[config.mk]
export PLATFORM = sky130hd
export DESIGN_NAME = twisted_ring_counter
export DESIGN_NICKNAME = d
export VERILOG_FILES = /design/src/rtl/twisted_ring_pkg.sv /design/src/rtl/trc_decode.sv /design/src/rtl/twisted_ring_counter.sv
export SDC_FILE = /design/constraint.sdc
export NUM_CORES = 1
export LEC_CHECK = 0
export ABC_CLOCK_PERIOD_IN_PS = 4100
export CAP_MARGIN = 40
export CORE_MARGIN = 8
export CORE_UTILIZATION = 44
export DETAILED_ROUTE_END_ITERATION = 10
export PLACE_DENSITY = 0.77
export SLEW_MARGIN = 25
export SYNTH_ARGS = -nofsm -noshare
export SYNTH_HDL_FRONTEND = slang
export SYNTH_SLANG_ARGS = --single-unit
[constraint.sdc]
create_clock -name clk -period 4.1 [get_ports clk]
set_clock_uncertainty 0.2 [all_clocks]
set_input_delay 0.41 -clock clk [delete_from_list [all_inputs] [get_ports clk]]
set_output_delay 0.41 -clock clk [all_outputs]
set_load 0.02 [all_outputs]
[src/rtl/twisted_ring_pkg.sv]
// twisted_ring_pkg: mode and direction encodings shared by the twisted ring counter files
package twisted_ring_pkg;
  localparam logic MODE_JOHNSON = 1'b0;
  localparam logic MODE_RING    = 1'b1;
  localparam logic DIR_UP       = 1'b0;
  localparam logic DIR_DOWN     = 1'b1;
endpackage

[src/rtl/trc_decode.sv]
// trc_decode: combinational legality check and phase decode of a Johnson/ring counter value
//   q       in  counter value
//   mode    in  0 = Johnson, 1 = ring
//   illegal out q is not a reachable state in the given mode
//   phase   out step index of q, 0 when illegal
module trc_decode
  import twisted_ring_pkg::*;
#(
  parameter int WIDTH = 4,
  parameter int PW = $clog2(2*WIDTH)
) (
  input  logic [WIDTH-1:0] q,
  input  logic             mode,
  output logic             illegal,
  output logic [PW-1:0]    phase
);
  localparam int CW = PW + 1;
  logic [CW-1:0] pop, edges;
  logic [PW-1:0] idx;
  always_comb begin
    pop = '0;
    edges = '0;
    idx = '0;
    for (int i = 0; i < WIDTH; i++) begin
      pop += CW'(q[i]);
      if (q[i]) idx = PW'(i);
    end
    for (int i = 0; i < WIDTH - 1; i++) edges += CW'(q[i] ^ q[i+1]);
    illegal = mode == MODE_RING ? pop != CW'(1) : edges > CW'(1);
    // Johnson: filling half counts ones, draining half counts down from 2W
    phase = illegal ? '0 :
            mode == MODE_RING ? idx :
            (q[0] || q == '0) ? PW'(pop) : PW'(2*WIDTH) - PW'(pop);
  end
endmodule

[src/rtl/twisted_ring_counter.sv]
// twisted_ring_counter: Johnson/ring shift counter with self-correction, phase decode and wrap pulse
//   clk, reset (async, active-high); en advances; mode 0 Johnson / 1 ring; dir 0 up / 1 down
//   load/load_val synchronous load; q counter; phase step index; wrap registered wrap pulse;
//   illegal combinational flag for a q that is not legal in the current mode
module twisted_ring_counter
  import twisted_ring_pkg::*;
#(
  parameter int WIDTH = 4,
  parameter int INIT_MODE = 0,
  parameter int PW = $clog2(2*WIDTH)
) (
  input  logic             clk,
  input  logic             reset,
  input  logic             en,
  input  logic             mode,
  input  logic             dir,
  input  logic             load,
  input  logic [WIDTH-1:0] load_val,
  output logic [WIDTH-1:0] q,
  output logic [PW-1:0]    phase,
  output logic             wrap,
  output logic             illegal
);
  logic [WIDTH-1:0] q_d, q_q, base, step;
  logic [PW-1:0] last;
  logic wrap_d, wrap_q;
  trc_decode #(.WIDTH(WIDTH), .PW(PW)) u_dec (
    .q(q_q),
    .mode(mode),
    .illegal(illegal),
    .phase(phase)
  );
  always_comb begin
    base = mode == MODE_RING ? WIDTH'(1) : '0;
    step = mode == MODE_RING ?
           (dir == DIR_UP ? {q_q[WIDTH-2:0], q_q[WIDTH-1]} : {q_q[0], q_q[WIDTH-1:1]}) :
           (dir == DIR_UP ? {q_q[WIDTH-2:0], ~q_q[WIDTH-1]} : {~q_q[0], q_q[WIDTH-1:1]});
    last = mode == MODE_RING ? PW'(WIDTH - 1) : PW'(2*WIDTH - 1);
    q_d = load ? load_val : illegal ? base : en ? step : q_q;
    // only a legal enabled step can cross the last/first phase boundary
    wrap_d = !load && !illegal && en && (dir == DIR_UP ? phase == last : phase == '0);
  end
  always_ff @(posedge clk or posedge reset) begin
    if (reset) begin
      q_q <= INIT_MODE == 1 ? WIDTH'(1) : '0;
      wrap_q <= 1'b0;
    end else begin
      q_q <= q_d;
      wrap_q <= wrap_d;
    end
  end
  assign q = q_q;
  assign wrap = wrap_q;
endmodule
==> impl_metrics.xml <==
<?xml version="1.0" encoding="UTF-8"?>
<metrics>
  <group name="route">
    <metric name="detail_route.iter0.violations" unit="">15</metric>
    <metric name="avgViaCountPerCell" unit="">5.462</metric>
    <metric name="wirelength" unit="um">1453</metric>
    <metric name="postRouteAntennaNets" unit="">0</metric>
    <metric name="dr.pass1.iters" unit="">4</metric>
    <metric name="drcViolationCount" unit="">0</metric>
    <metric name="num_vias" unit="">579</metric>
    <metric name="final_routed_wire_length_divided_by_cell_count" unit="um">13.71</metric>
  </group>
  <group name="grt">
    <metric name="grt_max_degree" unit="">10</metric>
    <metric name="initial_antenna_violation_count" unit="">0</metric>
    <metric name="grt_usage" unit="%">12.07</metric>
    <metric name="wire_length_of_the_first_global_routing_pass" unit="um">2573</metric>
    <metric name="grt_pass1_vias" unit="">620</metric>
    <metric name="overflow" unit="">0</metric>
  </group>
  <group name="synthesis">
    <metric name="synth_largest_area_cell" unit="">sky130_fd_sc_hd__dfrtp_1</metric>
    <metric name="synthDominantCellAreaShare" unit="%">20.92</metric>
    <metric name="post_synthesis_cell_type_count" unit="">30</metric>
    <metric name="yosysSeqAreaShare" unit="%">20.92</metric>
    <metric name="synth_area_leaders" unit="">sky130_fd_sc_hd__dfrtp_1 (21%), sky130_fd_sc_hd__ha_1 (13%), sky130_fd_sc_hd__inv_1 (6.9%)</metric>
    <metric name="postSynthNetCount" unit="">87</metric>
    <metric name="synth_enable_flop_cells" unit="">0</metric>
    <metric name="synthCells" unit="">70</metric>
    <metric name="netlist_area" unit="um^2">598.1</metric>
    <metric name="async_flop_share" unit="%">100.0</metric>
    <metric name="synth-main-ff-cell" unit="">sky130_fd_sc_hd__dfrtp_1</metric>
    <metric name="postSynthAreaPerCell" unit="um^2">8.544</metric>
    <metric name="synth_warnings" unit="">0</metric>
    <metric name="ys_ff_latch" unit="">5</metric>
  </group>
  <group name="floorplanning">
    <metric name="core.rowCount" unit="">13</metric>
    <metric name="core_area" unit="mm^2">0.001285</metric>
    <metric name="ioPinCount" unit="">19</metric>
    <metric name="fp.dieArea" unit="mm^2">0.002795</metric>
    <metric name="die_w" unit="um">52.87</metric>
    <metric name="dieHeight" unit="um">52.87</metric>
    <metric name="initial_core_util" unit="%">46.54</metric>
  </group>
  <group name="pwr">
    <metric name="internal_power" unit="uW">193.6</metric>
    <metric name="power_switching" unit="uW">146.1</metric>
    <metric name="p_sw_share" unit="%">43.01</metric>
    <metric name="ir_worst_vdd" unit="uV">278.8</metric>
    <metric name="power.combinational.fraction" unit="%">65.3</metric>
    <metric name="cellPowerDensity" unit="mW/mm^2">415.8</metric>
    <metric name="power_frac_clock" unit="%">16.1</metric>
    <metric name="power.total" unit="uW">339.7</metric>
    <metric name="total_leakage_power" unit="uW">0.0003739</metric>
    <metric name="pwr-share-seq" unit="%">18.6</metric>
  </group>
  <group name="critical_path">
    <metric name="worstSetupEndpointType" unit="">primary output</metric>
    <metric name="critical_path.top_delay_family" unit="">adder cells</metric>
    <metric name="worst-endpoint-arrival" unit="ps">3250</metric>
    <metric name="cp_cell_sequence" unit="">inv_1, ha_1, inv_2, fa_1, inv_1, ha_1, or4b_4, o22ai_1, clkdlybuf4s50_1</metric>
    <metric name="critical_path.max_stage_delay" unit="ps">650</metric>
    <metric name="worst-endpoint-required" unit="ps">3490</metric>
    <metric name="crit_fanout" unit="">7</metric>
    <metric name="worst-path-buf-inv" unit="">4</metric>
    <metric name="worst_path_max_delay_cell" unit="">sky130_fd_sc_hd__clkdlybuf4s50_1</metric>
    <metric name="setup.worst_path.class" unit="">reg -&gt; out</metric>
    <metric name="start_kind" unit="">flip-flop</metric>
  </group>
  <group name="run">
    <metric name="max_cap_check_violation_count" unit="">0</metric>
  </group>
  <group name="worst_hold_path">
    <metric name="hold_class" unit="">in -&gt; async</metric>
  </group>
  <group name="sta">
    <metric name="finalSetupTns" unit="ps">0</metric>
    <metric name="worst_pin_slew" unit="ps">304.9</metric>
    <metric name="setup_repair_after_global_routing_missed_its_margin" unit="">no</metric>
    <metric name="max_freq" unit="MHz">258.8</metric>
    <metric name="final_hold_violating_endpoints" unit="">0</metric>
    <metric name="timing_max_transition_violations_final" unit="">0</metric>
    <metric name="min_clock_period_post_route" unit="ps">3865</metric>
    <metric name="timing.final.setup_violations" unit="">0</metric>
    <metric name="min_period_over_period" unit="%">94.26</metric>
    <metric name="worst_slew_margin_rel" unit="%">79.61</metric>
  </group>
  <group name="cells_and_area">
    <metric name="drive_above_1_share" unit="%">12.09</metric>
    <metric name="area_growth_syn_to_layout" unit="%">36.61</metric>
    <metric name="multi_input_area" unit="um^2">411.6</metric>
    <metric name="antennaDiodeCount" unit="">0</metric>
    <metric name="filler_cell_count" unit="">111</metric>
    <metric name="seqCellArea" unit="um^2">125.1</metric>
    <metric name="net_total_in_the_final_layout" unit="">109</metric>
  </group>
  <group name="clock_tree">
    <metric name="maximum_clock_path_buffer_count" unit="">2</metric>
    <metric name="clock_latency" unit="ps">240</metric>
    <metric name="htree_num_levels" unit="">1</metric>
    <metric name="clk_pin_slew_worst_paths" unit="ps">40</metric>
    <metric name="cts_made_buffers" unit="">3</metric>
    <metric name="cts.sinks" unit="">5</metric>
    <metric name="cts_tree" unit="">built</metric>
    <metric name="cts-root-buf" unit="">sky130_fd_sc_hd__clkbuf_4</metric>
  </group>
  <group name="run_status">
    <metric name="status" unit="">finished clean</metric>
  </group>
  <group name="place">
    <metric name="place.detailed.hpwl" unit="um">1238</metric>
    <metric name="gpl.final_weighted_congestion" unit="">0.7911</metric>
    <metric name="buffer_ports.inserted" unit="">18</metric>
  </group>
</metrics>
==> registers in the layout (all words and copies together) (netlist names) <==
| signal | flops |
|---|---|
| wrap | 1 |
| q | 4 |
==> routing by layer <==
layer	wire length [um]	global-route usage [%]	part of all wire, %	up-vias
met1	640	14.26	44	268
met4	25	6.466	1.7	0
li1	-	-	-	292
met5	0	0	0	-
met3	67	2.521	4.6	2
met2	719	19.73	49	17
==> placed cells by master (no fill, tap or decap), types with 3 or more instances in the layout <==
master	n
sky130_fd_sc_hd__a21oi_1	4
sky130_fd_sc_hd__clkbuf_4	3
sky130_fd_sc_hd__clkdlybuf4s50_1	17
sky130_fd_sc_hd__dfrtp_1	5
sky130_fd_sc_hd__ha_1	6
sky130_fd_sc_hd__inv_1	11
sky130_fd_sc_hd__mux2i_1	3
sky130_fd_sc_hd__nand2_1	6
sky130_fd_sc_hd__nor2_1	4
sky130_fd_sc_hd__o21ai_0	5
sky130_fd_sc_hd__o31ai_1	3
sky130_fd_sc_hd__xnor2_1	3
==> worst register-to-register path, delay by kind of cell (launching register included) <==
kind	cells	cell delay (ps)
buffers and inverters	3	220
and+or+nand+nor	1	560
adders and majority gates	3	910
AOI/OAI and AO/OA	3	790
DFF	1	470
==> final timing paths <==
path / from / to / slack (ps) / depth (start not counted)
setup / recovery: q[1] / phase[0] / 240 / 9
setup reg to reg: q[1] / wrap / 840 / 10
min in group clk: q[2] / q[2] / 470 / 2
hold reg to reg: q[2] / q[2] / 470 / 2
max in group asynchronous: reset / q[0] / 3370 / 2
hold / removal: reset / wrap / 170 / 2
==> synthesized netlist by cell type (all sizes together) (2+ instances only) <==
library cell and n:
inv 12, nand2 6, nor2 4, dfrtp 5, xnor2 3, o31ai 3
or3 2, a21oi 4, o21ai 5, ha 6, mux2i 3
==> final cells by class <==
type | count | area share (%)
clock buffers | 4 | 3.216
inverters | 12 | 5.513
multi-input cells | 51 | 50.38
flip-flops and latches | 5 | 15.31
well taps | 15 | 2.297
repair buffers | 19 | 23.28
==> stage by stage <==
| step | util, % | instances | hold slack, ps | instance area [um^2] | worst slack, ps |
|---|---|---|---|---|---|
| after global placement | 61.34 | 102 | 422.3 | 788.3 | 470.1 |
| after global routing | 63.58 | 106 | 201.1 | 817.0 | 86.91 |
| after floorplan | - | 70 | -11.48 | 598.1 | 609.2 |
| final | 63.58 | 106 | 165.2 | 817.0 | 235.4 |
| after CTS | 63.39 | 106 | 162.5 | 814.5 | 121.2 |
| after detailed placement | 61.34 | 102 | 422.6 | 788.3 | 392.7 |
==> repair_timing <==
action	CTS	global route
setup buffers	0	0
hold buffers	0	0
gates resized for setup	0	1
setup endpoints to repair	0	1
==> power groups by stage <==
stage          clock network [uW]  logic, uW  registers (uW)
6_report                     54.8        222            63.2
5_1_grt                      62.7        242            64.1
4_1_cts                      58.1        224            63.1
3_3_place_gp                    0        220            63.2
3_5_place_dp                    0        222            63.8
2_1_floorplan                   0        139            72.2
==> kinds of logic after synthesis <==
group                    count (synthesis)  synth area share [%]
multiplexers                             3                 5.021
XOR/XNOR                                 3                 4.394
AND/OR/NAND/NOR                         17                 15.27
buffers and inverters                   14                 10.25
adder cells (fa/ha/maj)                  7                 15.90
AO/OA/AOI/OAI                           21                 28.24
flip-flops                               5                 20.92
(Power assumes the default switching activity.)
==> variant: new RTL, same settings <==
Remove the register `wrap_q`: a continuous assignment takes its place, so the output `wrap` follows one clock earlier.
--- a/src/rtl/twisted_ring_counter.sv
+++ b/src/rtl/twisted_ring_counter.sv
@@ -43,12 +43,12 @@
   always_ff @(posedge clk or posedge reset) begin
     if (reset) begin
       q_q <= INIT_MODE == 1 ? WIDTH'(1) : '0;
-      wrap_q <= 1'b0;
     end else begin
       q_q <= q_d;
-      wrap_q <= wrap_d;
     end
   end
+
+  assign wrap_q = wrap_d;
   assign q = q_q;
   assign wrap = wrap_q;
 endmodule
Behaviour: not the same (Yosys sat finds a counterexample within 4 cycles, from zero or initial values and one cycle with reset high).
==> variant against the unedited design <==
Sequential share of layout area shrank 3.1 points; worst setup slack gained 130 ps; area after synthesis grew 4.0%; cell area grew 0.15%; sequential cell count shrank 1; power grew 16%; routed wire length grew 9.9%; synthesized cell count grew 17%; largest power group unchanged.
==> variant: results (changes against the unedited design) <==
Status:
- The run finished with clean final reports.

Synth:
- The sequential area share after synthesis was 16.1% (-4.8 points).
- The total nets after synthesis is 99 (+14%).
- The count of unique library cells instantiated by Yosys is 31 (+3.3%).
- The area share of fa/ha/maj cells after synthesis came to 15.3% (-0.61 points).
- Counting instances in the post-synthesis netlist gives the leading cell types as 11 x inv_1, 8 x nand2_1, 8 x o21ai_0, 6 x ha_1, 6 x nor2_1.
- The post-synthesis compound-gate area fraction is 30.8% (+2.5 points).
- The multiplexer area fraction after synthesis is 0% (-5.0 points).
- The xor and xnor area share after synthesis is 5.63% (+1.2 points).
- The cell count after synthesis is 82 (+17%).
- After synthesis, the cell types taking the most area are dfrtp_1 16%, ha_1 12%, inv_1 6.6%.

Route:
- The routed length on met1 is 705 µm (+10%).
- The via density per instance is 5.42 (-0.85%).
- After detailed routing, no signal wire sits above met3.
- The iteration-0 DRC count of the detailed router is 9 (-6).
- The routed length per placed instance is 14.1 µm (+3.1%).
- The routed wire length is 1600 µm (+9.9%).
- The length of routed met2 wiring is 773 µm (+7.5%).
- The length of routed met3 wiring was 118 µm (+76%).
- The first-pass detailed-route iteration total came to 4 (unchanged).

Clock network:
- The TritonCTS buffer count came to 3 (unchanged).
- The clock slew at the register clock pins of the worst setup and hold paths was 40 ps (about the same).
- Clock tree synthesis selected as its root buffer the cell clkbuf_4.
- The clock network latency to the later pin of the worst-skew pair was 240 ps (about the same).
- The H-tree level count is 1 (unchanged).

Place:
- The HPWL after detailed placement was 1270 µm (+2.2%).
- The number of instances in the placed design is 110 (+7.8%).
- The final weighted congestion in routability-driven placement came to 0.850 (+7.4%).
- The count of buffers from port buffering came to 18 (unchanged).

Worst setup path:
- The arrival time reported for the critical path endpoint came to 3120 ps (-130 ps).
- On the worst path, the slowest cell contributes a delay of 660 ps.
- The family with the most delay on the worst path is adder cells.
- The highest net fanout along the worst path came to 8 (+1).
- The slowest stage cell on the critical path is clkdlybuf4s50_1.

Pwr:
- The static power due to leakage was 0.000374 µW (about the same).
- The internal power is 206 µW (+6.5%).
- The part of the power in the clock network is 12.8% (-3.3 points).
- The maximum vdd ir drop is 0.316 mV (+13%).
- The portion of total power attributed to sequential cells is 14.9% (-3.7 points).

Cells and area:
- The flip-flop count of the largest register after layout is 4 (unchanged).
- The final-stage net count is 117 (+7.3%).
- The ratio of cells with drive above 1 in the final layout was 5.10% (-7.0 points).

Hold path:
- The worst min-delay path class is in2async.

Global route:
- The met2 layer usage reported by global route is 20.9% (+1.2 points).
- The via count of the first global-routing pass is 650 (+4.8%).
- The number of antenna violations at the first check in global routing is 0 (unchanged).
- The first-pass GRT wire length is 2770 µm (+7.5%).
- The pin count of the biggest net entering global routing is 12 (+2).
- The met1 track demand over resource is 15.3% (+1.1 points).
- The layer flagged by global routing as most heavily used is met2.
- The global routing usage on met3 came to 4.41% (+1.9 points).
- The overall track demand over capacity in global routing is 12.4% (+0.37 points).

Timing:
- The transition time of the tightest slew-check pin came to 396 ps (+91.5 ps).
-- variant: timing repair --
action | in CTS | in global routing
gates resized for setup | 0 | 1
setup buffers | 0 | 0
setup endpoints to repair | 0 | 1
-- variant: through the flow --
step | instance area (µm²) | setup WS (ps) | total power [µW]
detailed placement | 793 | 338 | 347
CTS | 816 | 76.4 | 400
global placement | 793 | 354 | 343
global route | 818 | 160 | 429
finish | 818 | 369 | 395
floorplan | 622 | 472 | 260
-- variant: final timing paths --
check	cells past startpoint	from	slack (ps)	to
hold / removal	2	reset	150	q[3]
min in group clk	3	load_val[0]	500	q[0]
hold reg to reg	2	q[2]	530	q[2]
setup reg to reg	10	q[1]	1150	q[0]
max in group asynchronous	2	reset	3380	q[2]
setup / recovery	10	q[1]	370	phase[1]
-- variant: layout make-up --
type,count,area (µm²)
Multi-Input combinational cell,62,453
Clock buffer,3,22.5
Fill cell,113,499
Tap cell,15,18.8
Sequential cell,4,100
Inverter,11,41.3
Timing Repair Buffer,18,183
